--- config.mk ---
export PLATFORM = sky130hd
export DESIGN_NAME = reg_file_access_ctrl_flat
export DESIGN_NICKNAME = d
export VERILOG_FILES = /design/src/rtl/reg_file_access_ctrl_if.sv /design/src/rtl/reg_file_access_ctrl.sv /design/src/flat_wrapper.sv
export SDC_FILE = /design/constraint.sdc
export NUM_CORES = 1
export LEC_CHECK = 0
export CORE_UTILIZATION = 47
export DETAILED_ROUTE_END_ITERATION = 8
export GPL_TIMING_DRIVEN = 0
export PLACE_DENSITY = 0.76
export SLEW_MARGIN = 0
export SYNTH_ARGS = -nofsm -noshare
export SYNTH_HDL_FRONTEND = slang
export SYNTH_SLANG_ARGS = --single-unit
--- constraint.sdc ---
create_clock -name clk_i -period 3.6 [get_ports clk_i]
set_input_delay 0.36 -clock clk_i [delete_from_list [all_inputs] [get_ports clk_i]]
set_output_delay 0.36 -clock clk_i [all_outputs]
set_load 0.02 [all_outputs]
--- src/rtl/reg_file_access_ctrl_if.sv ---
// Bus bundle between the register-file access controller and its neighbours.
// Carries the start/status pair, the register-file ports and the dump/load streams.
// master = controller side; slave = register file plus debug/test bus side.
interface reg_file_access_ctrl_if #(
  parameter int AW = 5,
  parameter int DW = 32
);
  // operation control and status
  logic          start;
  logic          mode;
  logic          busy;
  logic          done;
  // register file read ports (data is registered, one cycle after address)
  logic [AW-1:0] rd_addr1;
  logic [AW-1:0] rd_addr2;
  logic [DW-1:0] rd_dat1;
  logic [DW-1:0] rd_dat2;
  // register file write port
  logic [AW-1:0] wr_idx;
  logic [DW-1:0] wr_dat;
  logic          wr_en;
  // dump stream out
  logic          out_vld;
  logic          out_rdy;
  logic [DW-1:0] out_dat;
  logic [AW-1:0] out_idx;
  // load stream in
  logic          in_vld;
  logic          in_rdy;
  logic [DW-1:0] in_dat;

  modport master (
    input  start, mode, rd_dat1, rd_dat2, out_rdy, in_vld, in_dat,
    output busy, done, rd_addr1, rd_addr2, wr_idx, wr_dat, wr_en,
           out_vld, out_dat, out_idx, in_rdy
  );

  modport slave (
    output start, mode, rd_dat1, rd_dat2, out_rdy, in_vld, in_dat,
    input  busy, done, rd_addr1, rd_addr2, wr_idx, wr_dat, wr_en,
           out_vld, out_dat, out_idx, in_rdy
  );
endinterface

--- src/rtl/reg_file_access_ctrl.sv ---
// Walks the register file: dump streams (index, value) pairs out, load writes a word stream to 0..NREGS-1.
// Latency: dump 4 cycles per register pair minimum; load writes one cycle after each accepted word.
// Backpressure: dump holds out_dat/out_idx stable while out_rdy is low; load accepts one word per cycle.
module reg_file_access_ctrl #(
  parameter int NREGS = 32,
  parameter int AW    = 5,
  parameter int DW    = 32
) (
  input  logic                   clk_i,
  input  logic                   rst_ni,
  reg_file_access_ctrl_if.master bus
);

  typedef enum logic [2:0] {
    S_IDLE,
    S_RD_ISSUE,
    S_RD_LATCH,
    S_EMIT0,
    S_EMIT1,
    S_LOAD,
    S_DONE
  } state_t;

  localparam logic [AW-1:0] LAST_IDX = AW'(NREGS - 1);

  state_t        state_q, state_d;
  logic [AW-1:0] k_q, k_d;
  logic [DW-1:0] buf0_q, buf0_d;
  logic [DW-1:0] buf1_q, buf1_d;

  logic          busy_q, busy_d;
  logic          done_q, done_d;
  logic [AW-1:0] rd_addr1_q, rd_addr1_d;
  logic [AW-1:0] rd_addr2_q, rd_addr2_d;
  logic [AW-1:0] wr_idx_q, wr_idx_d;
  logic [DW-1:0] wr_dat_q, wr_dat_d;
  logic          wr_en_q, wr_en_d;
  logic          out_vld_q, out_vld_d;
  logic [DW-1:0] out_dat_q, out_dat_d;
  logic [AW-1:0] out_idx_q, out_idx_d;

  logic          out_hs;
  logic          in_hs;

  // out_vld_q is only ever high in the EMIT states, so it qualifies the dump handshake
  assign out_hs = out_vld_q && bus.out_rdy;
  assign in_hs  = (state_q == S_LOAD) && bus.in_vld;

  // State, walk index, pair buffers and every registered output
  always_ff @(posedge clk_i or negedge rst_ni) begin
    if (!rst_ni) begin
      state_q    <= S_IDLE;
      k_q        <= '0;
      buf0_q     <= '0;
      buf1_q     <= '0;
      busy_q     <= 1'b0;
      done_q     <= 1'b0;
      rd_addr1_q <= '0;
      rd_addr2_q <= '0;
      wr_idx_q   <= '0;
      wr_dat_q   <= '0;
      wr_en_q    <= 1'b0;
      out_vld_q  <= 1'b0;
      out_dat_q  <= '0;
      out_idx_q  <= '0;
    end else begin
      state_q    <= state_d;
      k_q        <= k_d;
      buf0_q     <= buf0_d;
      buf1_q     <= buf1_d;
      busy_q     <= busy_d;
      done_q     <= done_d;
      rd_addr1_q <= rd_addr1_d;
      rd_addr2_q <= rd_addr2_d;
      wr_idx_q   <= wr_idx_d;
      wr_dat_q   <= wr_dat_d;
      wr_en_q    <= wr_en_d;
      out_vld_q  <= out_vld_d;
      out_dat_q  <= out_dat_d;
      out_idx_q  <= out_idx_d;
    end
  end

  // Next state, index advance and capture of the read pair
  always_comb begin
    state_d = state_q;
    k_d     = k_q;
    buf0_d  = buf0_q;
    buf1_d  = buf1_q;
    unique case (state_q)
      S_IDLE: begin
        if (bus.start) begin
          k_d     = '0;
          state_d = bus.mode ? S_LOAD : S_RD_ISSUE;
        end
      end
      S_RD_ISSUE: state_d = S_RD_LATCH;
      S_RD_LATCH: begin
        buf0_d  = bus.rd_dat1;
        buf1_d  = bus.rd_dat2;
        state_d = S_EMIT0;
      end
      S_EMIT0: begin
        if (out_hs) state_d = S_EMIT1;
      end
      S_EMIT1: begin
        if (out_hs) begin
          if ((k_q + AW'(1)) == LAST_IDX) begin
            state_d = S_DONE;
          end else begin
            k_d     = k_q + AW'(2);
            state_d = S_RD_ISSUE;
          end
        end
      end
      S_LOAD: begin
        if (in_hs) begin
          if (k_q == LAST_IDX) state_d = S_DONE;
          else                 k_d = k_q + AW'(1);
        end
      end
      S_DONE:  state_d = S_IDLE;
      default: state_d = S_IDLE;
    endcase
  end

  // Output values for the coming cycle, derived from the state being entered
  always_comb begin
    busy_d     = (state_d != S_IDLE);
    done_d     = (state_d == S_DONE);
    rd_addr1_d = '0;
    rd_addr2_d = '0;
    out_vld_d  = 1'b0;
    out_dat_d  = '0;
    out_idx_d  = '0;
    if (state_d == S_RD_ISSUE) begin
      rd_addr1_d = k_d;
      rd_addr2_d = k_d + AW'(1);
    end
    if (state_d == S_EMIT0) begin
      out_vld_d = 1'b1;
      out_dat_d = buf0_d;
      out_idx_d = k_d;
    end
    if (state_d == S_EMIT1) begin
      out_vld_d = 1'b1;
      out_dat_d = buf1_d;
      out_idx_d = k_d + AW'(1);
    end
    // an accepted load word becomes a write in the following cycle
    wr_en_d  = in_hs;
    wr_idx_d = in_hs ? k_q : '0;
    wr_dat_d = in_hs ? bus.in_dat : '0;
  end

  assign bus.busy     = busy_q;
  assign bus.done     = done_q;
  assign bus.rd_addr1 = rd_addr1_q;
  assign bus.rd_addr2 = rd_addr2_q;
  assign bus.wr_idx   = wr_idx_q;
  assign bus.wr_dat   = wr_dat_q;
  assign bus.wr_en    = wr_en_q;
  assign bus.out_vld  = out_vld_q;
  assign bus.out_dat  = out_dat_q;
  assign bus.out_idx  = out_idx_q;
  assign bus.in_rdy   = (state_q == S_LOAD);

endmodule

--- src/flat_wrapper.sv ---
// flat-port wrapper written by rule: the top's interface ports become plain ports
module reg_file_access_ctrl_flat 
#(
  parameter int NREGS = 32,
  parameter int AW    = 5,
  parameter int DW    = 32
)
  (clk_i, rst_ni, bus_start, bus_mode, bus_rd_dat1, bus_rd_dat2, bus_out_rdy, bus_in_vld, bus_in_dat, bus_busy, bus_done, bus_rd_addr1, bus_rd_addr2, bus_wr_idx, bus_wr_dat, bus_wr_en, bus_out_vld, bus_out_dat, bus_out_idx, bus_in_rdy);
  reg_file_access_ctrl_if #(.AW(AW), .DW(DW)) bus_i ();
  input  logic clk_i;
  input  logic rst_ni;
  input wire logic [$bits(bus_i.start)-1:0] bus_start;
  input wire logic [$bits(bus_i.mode)-1:0] bus_mode;
  input wire logic [$bits(bus_i.rd_dat1)-1:0] bus_rd_dat1;
  input wire logic [$bits(bus_i.rd_dat2)-1:0] bus_rd_dat2;
  input wire logic [$bits(bus_i.out_rdy)-1:0] bus_out_rdy;
  input wire logic [$bits(bus_i.in_vld)-1:0] bus_in_vld;
  input wire logic [$bits(bus_i.in_dat)-1:0] bus_in_dat;
  output wire logic [$bits(bus_i.busy)-1:0] bus_busy;
  output wire logic [$bits(bus_i.done)-1:0] bus_done;
  output wire logic [$bits(bus_i.rd_addr1)-1:0] bus_rd_addr1;
  output wire logic [$bits(bus_i.rd_addr2)-1:0] bus_rd_addr2;
  output wire logic [$bits(bus_i.wr_idx)-1:0] bus_wr_idx;
  output wire logic [$bits(bus_i.wr_dat)-1:0] bus_wr_dat;
  output wire logic [$bits(bus_i.wr_en)-1:0] bus_wr_en;
  output wire logic [$bits(bus_i.out_vld)-1:0] bus_out_vld;
  output wire logic [$bits(bus_i.out_dat)-1:0] bus_out_dat;
  output wire logic [$bits(bus_i.out_idx)-1:0] bus_out_idx;
  output wire logic [$bits(bus_i.in_rdy)-1:0] bus_in_rdy;
  assign bus_i.start = bus_start;
  assign bus_i.mode = bus_mode;
  assign bus_i.rd_dat1 = bus_rd_dat1;
  assign bus_i.rd_dat2 = bus_rd_dat2;
  assign bus_i.out_rdy = bus_out_rdy;
  assign bus_i.in_vld = bus_in_vld;
  assign bus_i.in_dat = bus_in_dat;
  assign bus_busy = bus_i.busy;
  assign bus_done = bus_i.done;
  assign bus_rd_addr1 = bus_i.rd_addr1;
  assign bus_rd_addr2 = bus_i.rd_addr2;
  assign bus_wr_idx = bus_i.wr_idx;
  assign bus_wr_dat = bus_i.wr_dat;
  assign bus_wr_en = bus_i.wr_en;
  assign bus_out_vld = bus_i.out_vld;
  assign bus_out_dat = bus_i.out_dat;
  assign bus_out_idx = bus_i.out_idx;
  assign bus_in_rdy = bus_i.in_rdy;
  reg_file_access_ctrl #(.NREGS(NREGS), .AW(AW), .DW(DW)) u_core (.clk_i(clk_i), .rst_ni(rst_ni), .bus(bus_i));
endmodule
Word level (Yosys, flattened, before mapping)
Index checks and enable logic that the tools add are counted.

Flip-flop bits (word level): 160. Input port bits: 102. Output and inout port bits: 89.

$add $sub $neg: 3. Equal/unequal tests: 11. Mux-type cells: 26. Reductions and logical operators: 4.

Operator list (number): 2-to-1 mux 32 bit (5); 2-to-1 mux 5 bit (10); 2-to-1 mux 3 bit (7); one-hot mux 3 bit (6 select lines) (1); one-hot mux 5 bit (3 select lines) (1); equality test 3 bit (second input constant) (4); adder 5 x 1 -> 5 bit (second input constant) (2); equality test 5 bit (second input constant) (2); equality test 3 x 2 -> 1 bit (second input constant) (3); equality test 3 x 1 -> 1 bit (second input constant) (2); adder 5 x 2 -> 5 bit (second input constant) (1); logical NOT 3 bit (1); nonzero test 3 bit (1); logical AND 1 bit (2); 2-to-1 mux 1 bit (2).

Depth between registers and ports, before layout
Gate-level depths: netlist of run 1.

Depth in word-level cells: 8. Gate-level depth with buffers: 13. Mapped depth without buffers: 13.

Least setup slack after synthesis of run 1
OpenSTA, ideal clock, no wires.

Kind: reg2reg. From: register u_core.k_q[0]. To: register u_core.rd_addr2_q[4], in the netlist u_core.bus.rd_addr2[4]. Arrival time: 2.737 ns. Path slack: 0.733 ns. Cell stages (with the launch flop): 12. Path through: dfrtp_1 -> ha_1 -> nand3_1 -> inv_1 -> ha_1 -> nand2b_1 -> o31ai_1 -> ha_1 -> inv_1 -> a31oi_1 -> o211ai_1 -> nor3b_1.

Word-level cells in the longest chain between the ends: 7.

RTL lines: from (decl) (line reg_file_access_ctrl.sv:27) `logic [AW-1:0] k_q, k_d;`; from (signal assigned) (line reg_file_access_ctrl.sv:68) `k_q <= k_d;`; adder 5 x 1 -> 5 bit (line reg_file_access_ctrl.sv:108, reg_file_access_ctrl.sv:119); equality test 5 bit (line reg_file_access_ctrl.sv:108) `if ((k_q + AW'(1)) == LAST_IDX) begin`; 2-to-1 mux 5 bit (line reg_file_access_ctrl.sv:108); 2-to-1 mux 5 bit (line reg_file_access_ctrl.sv:107) `if (out_hs) begin`; one-hot mux 5 bit (3 select lines) * (line reg_file_access_ctrl.sv:90) `unique case (state_q)`; named net u_core.k_d[0] (line reg_file_access_ctrl.sv:27); adder 5 x 1 -> 5 bit * (line reg_file_access_ctrl.sv:138) `rd_addr2_d = k_d + AW'(1);`; 2-to-1 mux 5 bit * (line reg_file_access_ctrl.sv:136) `if (state_d == S_RD_ISSUE) begin`; named net u_core.rd_addr2_d[4] (line reg_file_access_ctrl.sv:34) `logic [AW-1:0] rd_addr2_q, rd_addr2_d;`; to (signal assigned) (line reg_file_access_ctrl.sv:74) `rd_addr2_q <= rd_addr2_d;`; to (decl) (line reg_file_access_ctrl.sv:34).

The timed path passes the listed nets; every way through them passes the cells marked *.

Worst setup path after layout of run 1
Same ends and word-level chain as after synthesis.

==> qor.yml, run 1 <==
worstSetupEndpointType: "flip-flop"
synth-seq-area-share: 0.641
num_rows: 41
htreeDepth: 4
cp-start-kind: "flip-flop"
fp.dieW_um: 117
clk_path_buf_depth: 2
crit_buf_inv: 2
max_freq_mhz: 298
ios: 191
rsz0062_at_grt: "false"
ys_ff_latch: 160
syn_area_per_cell_um2: 14.0
drt-total-wl_mm: 15.5
cp_max_fo: 9
synthToLayoutAreaGrowth_pct: 43.9
port_buffers: 190
hp-class: "input pin to async pin"
dieArea_um2: 13800
wl_per_cell_um: 18.4
antennaDiodeCount: 0
cts_post_setup_buffers_inserted: 0
synth.most_common_cell: "dfrtp_1"
hold_ws_ns: 0.472
finalCriticalPeriod_ns: 3.36
grt_start_max_net_pins: 105
synth_top_area_share: 0.641
synth.top_cells.by_area: "dfrtp_1 (64%), mux2_2 (12%), a32o_1 (5.1%), and3_1 (3.5%), ha_1 (1.2%)"
start_util: 0.489
relSlewSlack: 0.467
ir_worst_vdd_v: 0.000356
ys_async_sr_fraction: 1.00
clk_latency_ns: 0.42
crit_family: "compound AO/OA/AOI/OAI gates"
crit_type: "flip-flop to flip-flop"
drive_gt1_frac: 0.182
design_area_um2: 8990
path_clk_slew_ns: 0.06
overflow: 0
gp_congestion: 0.901
finalHoldViolCount: 0
worstPathArrival_ns: 3.69
clockRootBuffer: "clkbuf_16"
drv_cap: 0
clock_skew_ns: 0.00742
final_util: 0.704
critPathLaunch: "u_core.k_q[0]"
synth.top_cells.by_count: "dfrtp_1 (160), mux2_2 (64), and3_1 (35)"
powerDensity_nw_per_um2: 798
grt_use_total: 0.232
dr.pass1.iters: 5
synth_edf_count: 0
coreArea_um2: 12800
via_count: 4512
drtIter0Drc: 329
fillers: 863
via_per_inst: 5.35
yosysWarnings: 0
grt_pass1_wl_mm: 24.7
crit_top_cell: "ha_1"
cts_tree: "done"
syn-cell-area_um2: 6250
numCtsBuffers: 17
dpl_cell_area_um2: 8400
grt_pass1_vias: 4715
tightest_slew_ns: 0.794
antenna_found_initial: 0
synth_top_cell_by_area: "dfrtp_1"
finalMaxSlewViolations: 0
fin_nets: 766
final.setup.worst_slack_ns: 0.242
synth_nets: 555
critPathRequiredTime_ns: 3.93
remaining_drc_errors: 0
synth.distinct_cells: 52
dpl_worst_slack_ns: -0.000966
clock_sinks: 160
die-height_um: 117
p_leak_nw: 4.01
hpwl_mm: 10.7
status: "finished, final reports clean"
crit_slowest_cell: "o31ai_2"
post-route-period-util: 0.933
syn_inst: 447
setup_violations: 0
synthFlopType: "dfrtp_1"
ant_nets: 0
timing.rr.start: "u_core.k_q[0]"
critPathMaxStageDelay_ns: 0.66
crit_chain: "ha_1 > nand3_1 > inv_1 > ha_1 > nand2b_1 > o31ai_2 > ha_1 > inv_1 > a31oi_1 > a211oi_1 > nor3b_1"
-- report_power, final --
group / leakage, nW / total, mW / switching (mW) / internal (mW)
Sequential: 2.04 / 2.59 / 0.188 / 2.41
Combinational: 1.69 / 2.84 / 1.51 / 1.33
Clock: 0.279 / 1.74 / 0.701 / 1.04
Total: 4.01 / 7.18 / 2.40 / 4.78
-- path summary, 6_finish.rpt --
path | end | slack (ns) | depth (start not counted)
setup / recovery | u_core.bus.rd_addr2[4] | 0.24 | 11
setup reg to reg | u_core.bus.rd_addr2[4] | 0.24 | 11
max in group asynchronous | u_core.buf0_q[28] | 2.25 | 3
hold reg to reg | u_core.buf0_q[15] | 0.50 | 1
min in group clk_i | u_core.buf0_q[15] | 0.50 | 1
hold / removal | u_core.buf1_q[21] | 0.47 | 2
-- per-layer routing --
| layer | up-vias | share of wire | GRT usage |
|---|---|---|---|
| li1 | 2069 | - | - |
| met1 | 2260 | 0.42 | 0.289 |
| met2 | 156 | 0.51 | 0.392 |
| met3 | 27 | 0.049 | 0.0477 |
| met4 | 0 | 0.021 | 0.0958 |
| met5 | - | 0 | 0 |
-- layout by cell type, fill, tap and decap left out, types with 5 or more instances in the layout --
cell and n:
o21ai_0 5, and3_1 35, clkbuf_16 17, nand3_1 5, nor3_1 5, nor2_1 13
buf_2 14, clkdlybuf4s50_1 189, nand2_1 12, a32o_1 32, inv_1 11, a21oi_1 8
clkbuf_1 15, dfrtp_1 160, mux2_2 64, ha_1 6
-- through the flow --
| stage | TNS (ns) | power, mW | std cells |
|---|---|---|---|
| floorplan | 0 | 4.43 | 447 |
| global placement | -617.99 | 5.35 | 809 |
| detailed placement | -0.000966 | 5.46 | 810 |
| CTS | 0 | 7.23 | 843 |
| global route | 0 | 7.55 | 843 |
| finish | 0 | 7.18 | 843 |
-- registers in the layout (all words and copies together) (netlist names) --
| register | count |
|---|---|
| u_core.bus.out_vld | 1 |
| u_core.bus.wr_dat | 32 |
| u_core.state_q | 3 |
| u_core.bus.out_dat | 32 |
| u_core.buf0_q | 32 |
| u_core.bus.done | 1 |
| u_core.buf1_q | 32 |
| u_core.bus.rd_addr2 | 5 |
| u_core.bus.busy | 1 |
| u_core.bus.rd_addr1 | 5 |
| u_core.bus.out_idx | 5 |
| u_core.bus.wr_en | 1 |
| u_core.bus.wr_idx | 5 |
| u_core.k_q | 5 |
-- logic make-up after synthesis --
logic type,Yosys count,share of synthesized area
AND/OR/NAND/NOR,98,0.0921
adder cells (fa/ha/maj),6,0.0120
flip-flops,160,0.641
multiplexers,65,0.117
buffers and inverters,40,0.0268
AO/OA/AOI/OAI,77,0.109
XOR/XNOR,1,0.00260
-- layout make-up --
class,count,area [um2],share of cell area
clock inverters,13,138,0.0153
plain buffers,28,123,0.0136
repair buffers,192,1940,0.216
multi-input cells,247,2080,0.232
well taps,172,215,0.0239
clock buffers,19,443,0.0493
inverters,12,45.0,0.00501
flip-flops and latches,160,4000,0.445
-- timing repair --
action | in CTS | in global routing
endpoints found under the hold margin | 56 | 0
resized for setup | 1 | 0
hold buffers | 1 | 0
endpoints found under the setup margin | 1 | 0
Note: power is estimated with default switching activity, not from simulation.
==> run 2, diff against run 1 <==
TNS_END_PERCENT = 10   (was default)
==> results of run 2 <==
Final layout, timing and power as in run 1 (identical DEF).
